## config.mk

```make
export PLATFORM = sky130hd
export DESIGN_NAME = crossing_phase_scheduler_flat
export DESIGN_NICKNAME = d
export VERILOG_FILES = /design/src/rtl/crossing_phase_scheduler_pkg.sv /design/src/rtl/crossing_phase_scheduler_if.sv /design/src/rtl/crossing_phase_scheduler_phase_timer.sv /design/src/rtl/crossing_phase_scheduler.sv /design/src/flat_wrapper.sv
export SDC_FILE = /design/constraint.sdc
export NUM_CORES = 1
export LEC_CHECK = 0
export ABC_AREA = 1
export BUFFER_PORTS_ARGS = -buffer_cell sky130_fd_sc_hd__buf_2
export CAP_MARGIN = 25
export CORE_MARGIN = 1
export CORE_UTILIZATION = 55
export DETAILED_ROUTE_END_ITERATION = 6
export PLACE_DENSITY = 0.86
export SYNTH_ARGS = -nofsm -noshare
export SYNTH_HDL_FRONTEND = slang
export SYNTH_SLANG_ARGS = --single-unit
```

## constraint.sdc

```tcl
create_clock -name clk_i -period 6.55 [get_ports clk_i]
set_clock_uncertainty 0.05 [all_clocks]
set_input_delay 1.31 -clock clk_i [delete_from_list [all_inputs] [get_ports clk_i]]
set_output_delay 1.31 -clock clk_i [all_outputs]
set_load 0.005 [all_outputs]
```

## src/rtl/crossing_phase_scheduler_pkg.sv

```systemverilog
// Shared phase encodings, direction type and default durations for the crossing scheduler.
package traffic_pkg;

    typedef enum logic [2:0] {
        PhGreenH  = 3'd0,
        PhYellowH = 3'd1,
        PhAllredH = 3'd2,
        PhGreenV  = 3'd3,
        PhYellowV = 3'd4,
        PhAllredV = 3'd5,
        PhPreempt = 3'd6
    } phase_e;

    typedef enum logic {DirH = 1'b0, DirV = 1'b1} dir_e;

    localparam logic [2:0] PREEMPT_NONE = 3'b111;

    localparam logic [4:0] DefMinGreen  = 5'd5;
    localparam logic [4:0] DefMaxGreen  = 5'd20;
    localparam logic [4:0] DefYellow    = 5'd3;
    localparam logic [4:0] DefAllred    = 5'd1;
    localparam logic [4:0] DefWalk      = 5'd4;

endpackage

```

## src/rtl/crossing_phase_scheduler_if.sv

```systemverilog
// Demand inputs and phase/walk/countdown outputs of the crossing scheduler.
interface crossing_phase_scheduler_if;
    logic       tick;
    logic       car_wait_hor;
    logic       car_wait_ver;
    logic       ped_req_hor;
    logic       ped_req_ver;
    logic [2:0] preempt_code;
    logic [2:0] phase;
    logic       walk_hor;
    logic       walk_ver;
    logic [1:0] ped_pending;
    logic [4:0] remaining;
    logic       preempt_active;

    modport master (
        output tick, car_wait_hor, car_wait_ver, ped_req_hor, ped_req_ver, preempt_code,
        input  phase, walk_hor, walk_ver, ped_pending, remaining, preempt_active
    );

    modport slave (
        input  tick, car_wait_hor, car_wait_ver, ped_req_hor, ped_req_ver, preempt_code,
        output phase, walk_hor, walk_ver, ped_pending, remaining, preempt_active
    );
endinterface

```

## src/rtl/crossing_phase_scheduler_phase_timer.sv

```systemverilog
// Per-phase elapsed tick counter with a done compare against the loaded exit duration.
module phase_timer (
    input  logic       clk_i,
    input  logic       rst_i,
    input  logic       clear_i,
    input  logic       tick_i,
    input  logic [4:0] dur_i,
    output logic [4:0] elapsed_o,
    output logic [4:0] elapsed_next_o,
    output logic       done_o
);
    logic [4:0] elapsed_q, elapsed_d;

    // Saturate so a long preemption hold cannot wrap the count.
    always_comb begin
        elapsed_d = elapsed_q;
        if (clear_i) begin
            elapsed_d = '0;
        end else if (tick_i && elapsed_q != 5'd31) begin
            elapsed_d = elapsed_q + 5'd1;
        end
    end

    always_ff @(posedge clk_i) begin
        if (rst_i) begin
            elapsed_q <= '0;
        end else begin
            elapsed_q <= elapsed_d;
        end
    end

    assign elapsed_o      = elapsed_q;
    assign elapsed_next_o = elapsed_d;
    assign done_o         = tick_i && (({1'b0, elapsed_q} + 6'd1) >= {1'b0, dur_i});
endmodule

```

## src/rtl/crossing_phase_scheduler.sv

```systemverilog
// Demand-driven crossing phase scheduler with pedestrian walk grants.
// Emergency preemption is built only when ARB_PREEMPT_EN is defined.
module crossing_phase_scheduler
    import traffic_pkg::*;
#(
    parameter logic [4:0] MIN_GREEN   = DefMinGreen,
    parameter logic [4:0] MAX_GREEN   = DefMaxGreen,
    parameter logic [4:0] YELLOW_TIME = DefYellow,
    parameter logic [4:0] ALLRED_TIME = DefAllred,
    parameter logic [4:0] WALK_TIME   = DefWalk
) (
    input logic                       clk_i,
    input logic                       rst_i,
    crossing_phase_scheduler_if.slave bus
);
    phase_e     phase_q, phase_d;
    logic [1:0] ped_q, ped_d;
    logic       walk_h_q, walk_h_d, walk_v_q, walk_v_d;
    logic       pre_act_q, pre_act_d;
    logic [4:0] remaining_q, remaining_d;
    logic       tmr_clear, tmr_done;
    logic [4:0] tmr_dur, elapsed, elapsed_next;
    logic       preempt_req, opp_h, opp_v, entry_h, entry_v;

`ifdef ARB_PREEMPT_EN
    dir_e last_dir_q, last_dir_d;
    assign preempt_req = (bus.preempt_code != PREEMPT_NONE);
`else
    assign preempt_req = 1'b0;
`endif

    function automatic logic [4:0] shown_dur(phase_e ph);
        case (ph)
            PhGreenH, PhGreenV:   shown_dur = MAX_GREEN;
            PhYellowH, PhYellowV: shown_dur = YELLOW_TIME;
            PhAllredH, PhAllredV: shown_dur = ALLRED_TIME;
            default:              shown_dur = '0;
        endcase
    endfunction

    phase_timer u_timer (
        .clk_i          (clk_i),
        .rst_i          (rst_i),
        .clear_i        (tmr_clear),
        .tick_i         (bus.tick),
        .dur_i          (tmr_dur),
        .elapsed_o      (elapsed),
        .elapsed_next_o (elapsed_next),
        .done_o         (tmr_done)
    );

    always_comb begin
        phase_d = phase_q;
        tmr_dur = 5'd31;
        opp_h   = bus.car_wait_ver | ped_q[1];
        opp_v   = bus.car_wait_hor | ped_q[0];
        case (phase_q)
            PhGreenH, PhGreenV: tmr_dur = MIN_GREEN;
            PhYellowH, PhYellowV: tmr_dur = YELLOW_TIME;
            PhAllredH, PhAllredV: tmr_dur = ALLRED_TIME;
            default: tmr_dur = 5'd31;
        endcase
        case (phase_q)
            PhGreenH:  if (preempt_req || (tmr_done && opp_h)) phase_d = PhYellowH;
            PhYellowH: if (tmr_done) phase_d = PhAllredH;
            PhAllredH: if (tmr_done) phase_d = (pre_act_q || preempt_req) ? PhPreempt : PhGreenV;
            PhGreenV:  if (preempt_req || (tmr_done && opp_v)) phase_d = PhYellowV;
            PhYellowV: if (tmr_done) phase_d = PhAllredV;
            PhAllredV: if (tmr_done) phase_d = (pre_act_q || preempt_req) ? PhPreempt : PhGreenH;
`ifdef ARB_PREEMPT_EN
            PhPreempt: if (!preempt_req) phase_d = (last_dir_q == DirV) ? PhGreenH : PhGreenV;
`endif
            default:   phase_d = PhGreenH;
        endcase

        // A green resting at MAX_GREEN with no opposing demand restarts its count.
        tmr_clear = (phase_d != phase_q) ||
                    (bus.tick && (phase_q == PhGreenH || phase_q == PhGreenV) &&
                     (({1'b0, elapsed} + 6'd1) == {1'b0, MAX_GREEN}));

        pre_act_d = (pre_act_q | preempt_req) & ~((phase_q == PhPreempt) & ~preempt_req);

        entry_h  = (phase_d == PhGreenH) && (phase_q != PhGreenH);
        entry_v  = (phase_d == PhGreenV) && (phase_q != PhGreenV);
        ped_d[0] = (ped_q[0] | bus.ped_req_hor) & ~entry_h;
        ped_d[1] = (ped_q[1] | bus.ped_req_ver) & ~entry_v;
        walk_h_d = (entry_h & (ped_q[0] | bus.ped_req_hor)) |
                   (walk_h_q & (phase_d == PhGreenH) & (elapsed_next < WALK_TIME));
        walk_v_d = (entry_v & (ped_q[1] | bus.ped_req_ver)) |
                   (walk_v_q & (phase_d == PhGreenV) & (elapsed_next < WALK_TIME));
        if (pre_act_d) begin
            walk_h_d = 1'b0;
            walk_v_d = 1'b0;
        end

        remaining_d = shown_dur(phase_d) - elapsed_next;
        if (phase_d == PhPreempt) remaining_d = '0;

`ifdef ARB_PREEMPT_EN
        last_dir_d = last_dir_q;
        if (phase_q == PhGreenH) last_dir_d = DirH;
        if (phase_q == PhGreenV) last_dir_d = DirV;
`endif
    end

    always_ff @(posedge clk_i) begin
        if (rst_i) begin
            phase_q     <= PhGreenH;
            ped_q       <= '0;
            walk_h_q    <= 1'b0;
            walk_v_q    <= 1'b0;
            pre_act_q   <= 1'b0;
            remaining_q <= MAX_GREEN;
`ifdef ARB_PREEMPT_EN
            last_dir_q  <= DirV;
`endif
        end else begin
            phase_q     <= phase_d;
            ped_q       <= ped_d;
            walk_h_q    <= walk_h_d;
            walk_v_q    <= walk_v_d;
            pre_act_q   <= pre_act_d;
            remaining_q <= remaining_d;
`ifdef ARB_PREEMPT_EN
            last_dir_q  <= last_dir_d;
`endif
        end
    end

    assign bus.phase          = phase_q;
    assign bus.ped_pending    = ped_q;
    assign bus.walk_hor       = walk_h_q;
    assign bus.walk_ver       = walk_v_q;
    assign bus.remaining      = remaining_q;
    assign bus.preempt_active = pre_act_q;
endmodule

```

## src/flat_wrapper.sv

```systemverilog
// flat-port wrapper written by rule: the top's interface ports become plain ports
module crossing_phase_scheduler_flat import traffic_pkg::*;
#(
    parameter logic [4:0] MIN_GREEN   = DefMinGreen,
    parameter logic [4:0] MAX_GREEN   = DefMaxGreen,
    parameter logic [4:0] YELLOW_TIME = DefYellow,
    parameter logic [4:0] ALLRED_TIME = DefAllred,
    parameter logic [4:0] WALK_TIME   = DefWalk
)
  (clk_i, rst_i, bus_tick, bus_car_wait_hor, bus_car_wait_ver, bus_ped_req_hor, bus_ped_req_ver, bus_preempt_code, bus_phase, bus_walk_hor, bus_walk_ver, bus_ped_pending, bus_remaining, bus_preempt_active);
  crossing_phase_scheduler_if bus_i ();
  input logic clk_i;
  input logic rst_i;
  input wire logic [$bits(bus_i.tick)-1:0] bus_tick;
  input wire logic [$bits(bus_i.car_wait_hor)-1:0] bus_car_wait_hor;
  input wire logic [$bits(bus_i.car_wait_ver)-1:0] bus_car_wait_ver;
  input wire logic [$bits(bus_i.ped_req_hor)-1:0] bus_ped_req_hor;
  input wire logic [$bits(bus_i.ped_req_ver)-1:0] bus_ped_req_ver;
  input wire logic [$bits(bus_i.preempt_code)-1:0] bus_preempt_code;
  output wire logic [$bits(bus_i.phase)-1:0] bus_phase;
  output wire logic [$bits(bus_i.walk_hor)-1:0] bus_walk_hor;
  output wire logic [$bits(bus_i.walk_ver)-1:0] bus_walk_ver;
  output wire logic [$bits(bus_i.ped_pending)-1:0] bus_ped_pending;
  output wire logic [$bits(bus_i.remaining)-1:0] bus_remaining;
  output wire logic [$bits(bus_i.preempt_active)-1:0] bus_preempt_active;
  assign bus_i.tick = bus_tick;
  assign bus_i.car_wait_hor = bus_car_wait_hor;
  assign bus_i.car_wait_ver = bus_car_wait_ver;
  assign bus_i.ped_req_hor = bus_ped_req_hor;
  assign bus_i.ped_req_ver = bus_ped_req_ver;
  assign bus_i.preempt_code = bus_preempt_code;
  assign bus_phase = bus_i.phase;
  assign bus_walk_hor = bus_i.walk_hor;
  assign bus_walk_ver = bus_i.walk_ver;
  assign bus_ped_pending = bus_i.ped_pending;
  assign bus_remaining = bus_i.remaining;
  assign bus_preempt_active = bus_i.preempt_active;
  crossing_phase_scheduler #(.MIN_GREEN(MIN_GREEN), .MAX_GREEN(MAX_GREEN), .YELLOW_TIME(YELLOW_TIME), .ALLRED_TIME(ALLRED_TIME), .WALK_TIME(WALK_TIME)) u_core (.clk_i(clk_i), .rst_i(rst_i), .bus(bus_i));
endmodule
```

==> reports/metrics.cfg <==
[synthesis]
synth_warnings=0
synth_area_leader_cell=dfxtp_1
synth.distinct_cells=33
syn_avg_cell_area_um2=6.53
syn_inst=205
synth_common_cells=nand2_1, inv_1, nor2_1, nand3_1, dfxtp_1
synthDominantCellAreaShare_pct=26.9
synth_seq_area_share_pct=26.9
synth_edf_count=0
syn_nets=225
ys_ff_latch=18
synthArstFlopShare_pct=0
synth_ff_type=dfxtp_1
syn-cell-area_um2=1340
synth_most_common_cell=nand2_1
synthTopCellsByArea=dfxtp_1, nand2_1, inv_1

[finish]
final_nets=244
antenna_cells=0
syn2layout_area_growth_pct=10.0
final_layout_size_suffix_gt1_share_pct=18.8

[global_routing]
grt_pass1_wl_mm=4.77
grt_overflow=0
grtUsageTotal_pct=24.0
grt_pass1_vias=1190
grt_max_degree=13
antenna_found_initial=0

[power]
power.leakage_nw=0.799
p_sw_w=0.000278
clkPwrFrac_pct=11.5
p_seq_share_pct=26.0
max-vdd-ir-drop_mv=0.322
swShare_pct=47.2
comb_power_share_pct=62.5
powerDensity_nw_per_um2=400
p_int_w=0.000311

[critical_path]
r2r_slack_ns=2.45
required_ns=6.70
reg2reg_depth=28
r2r_end=u_core.bus.remaining[4]
critPathCaptureType=register
cp-start-kind=register
path_common_cell=nand2_1
crit_slowest_cell=dfxtp_1
path_class=reg2reg
r2r-start=u_core.bus.phase[0]
path_max_fanout=9
max_stage_delay_ns=0.53
arrival_ns=4.25

[cts]
cts.clk_slew.worst_paths_ns=0.10
cts.path.max_buffers=2
holdBufCountCts=0
cts_buffers=3
tritoncts=done
post_cts_resized=0
cts_setup_buffers=0
clkSinkCount=18
htreeDepth=1
cts_root_buffer=clkbuf_4
clk_latency_ns=0.29

[floorplanning]
die-area_um2=2640
die_h_um=51.3
io_pins=23
num_rows=17
start_util_pct=59.4
die_x_um=51.3
core_um2=2250

[sta]
fmax_mhz=244
worstMarginPinSlew_ns=0.454
layout_setup_ws_ns=2.45
hold_viol_final=0
fin_crit_ns=4.10
finalSetupTns_ns=0
post-route-period-util_pct=62.7
grt_setup_unrepaired=false
setup_violations=0
slew_headroom_pct=69.5
slew_violations=0

[placed_design]
gp_congestion=0.816
hpwl_mm=2.24
post-place-ws_ns=2.51
port-buffer-count=19

[detailed_routing]
routed_via_density=5.18
drt-initial-drc-count=35
routedWlPerCell_um=11.1
drc=0
drt-pass1-iter-count=4
drt_wl_total_mm=2.78
dr_total_vias=1301
ant_nets=0

[min_path]
min_path_type=reg2reg
worstHoldStart=u_core.bus.walk_ver
hold-path-endpoint=u_core.bus.walk_ver
whs_path_depth=2

[status]
outcome=finished, final reports clean

[run]
max-cap-violations=0

cell usage in the layout (no fill, tap or decap), types with 2 or more instances in the layout:
master    count
buf_2        19
nor2_1       26
nand2_2       8
clkbuf_4      3
nand2_1      43
nand4_1       5
a21oi_1       9
o21ai_0       5
dfxtp_1      18
nor3_1        3
inv_2         2
ha_1          9
or2_2         3
inv_1        32
nand3_1      19
nand3_2       2
o31ai_1       2
layer usage:
| layer | GRT usage, % | part of all wire, % | vias to the layer above |
|---|---|---|---|
| met5 | 0 | 0 | - |
| li1 | - | - | 686 |
| met3 | 1.79 | 2.8 | 4 |
| met4 | 6.76 | 0.68 | 0 |
| met2 | 44.7 | 48 | 25 |
| met1 | 29.1 | 48 | 586 |
worst max path at each step:
stage / start / to / slack (ns) / depth (start not counted)
3_5_place_dp: u_core.bus.phase[0] / u_core.bus.remaining[4] / 2.51 / 28
2_1_floorplan: u_core.bus.phase[0] / u_core.bus.remaining[4] / 2.98 / 30
3_3_place_gp: u_core.bus.phase[0] / u_core.bus.remaining[4] / 2.59 / 28
6_report: u_core.bus.phase[0] / u_core.bus.remaining[4] / 2.45 / 28
4_1_cts: u_core.bus.phase[0] / u_core.bus.remaining[4] / 2.49 / 28
5_1_grt: u_core.bus.phase[0] / u_core.bus.remaining[4] / 2.09 / 28
per-stage QoR:
stage	power, W	utilization [%]	cells	area [um2]	hold WS [ns]
6_report	0.000589	65.3	251	1470	0.448
3_3_place_gp	0.000510	63.7	247	1440	0.440
5_1_grt	0.000651	65.3	251	1470	0.474
2_1_floorplan	0.000448	-	205	1340	0.431
3_5_place_dp	0.000521	63.7	247	1440	0.432
4_1_cts	0.000590	65.3	251	1470	0.446
area by class of cell:
cell class | count | area (um2)
flip-flops and latches | 18 | 360
inverters | 34 | 128
fillers | 224 | 782
repair buffers | 19 | 95.1
multi-input cells | 148 | 818
well taps | 28 | 35.0
clock buffers | 4 | 36.3
cell families after synthesis:
group / after synthesis / synth area share [%]
flip-flops: 18 / 26.9
adder cells (fa/ha/maj): 10 / 9.91
AO/OA/AOI/OAI: 19 / 8.04
buffers and inverters: 39 / 12.0
XOR/XNOR: 2 / 1.31
multiplexers: 1 / 0.748
AND/OR/NAND/NOR: 116 / 41.1
power groups by stage:
stage,combinational [W],clock [W],sequential (W)
after CTS,0.000368,0.0000694,0.000153
after floorplan,0.000298,0,0.000150
after global placement,0.000357,0,0.000154
after detailed placement,0.000365,0,0.000156
after global routing,0.000422,0.0000723,0.000156
final,0.000368,0.0000679,0.000153
registers in the layout, indices dropped and copies added (netlist names):
name	count
u_core.bus.ped_pending	2
u_core.bus.phase	3
u_core.bus.preempt_active	1
u_core.bus.remaining	5
u_core.bus.walk_hor	1
u_core.bus.walk_ver	1
u_core.u_timer.elapsed_o	5
worst max-delay path, delay by kind of cell, from the launching register on:
kind            cells  cell delay (ns)
compound gates      3             0.43
flops               1             0.53
fa+ha+maj           2             0.75
buf+inv             5             0.38
simple gates       18             1.86
No activity file was read; power rests on OpenSTA's default activity.
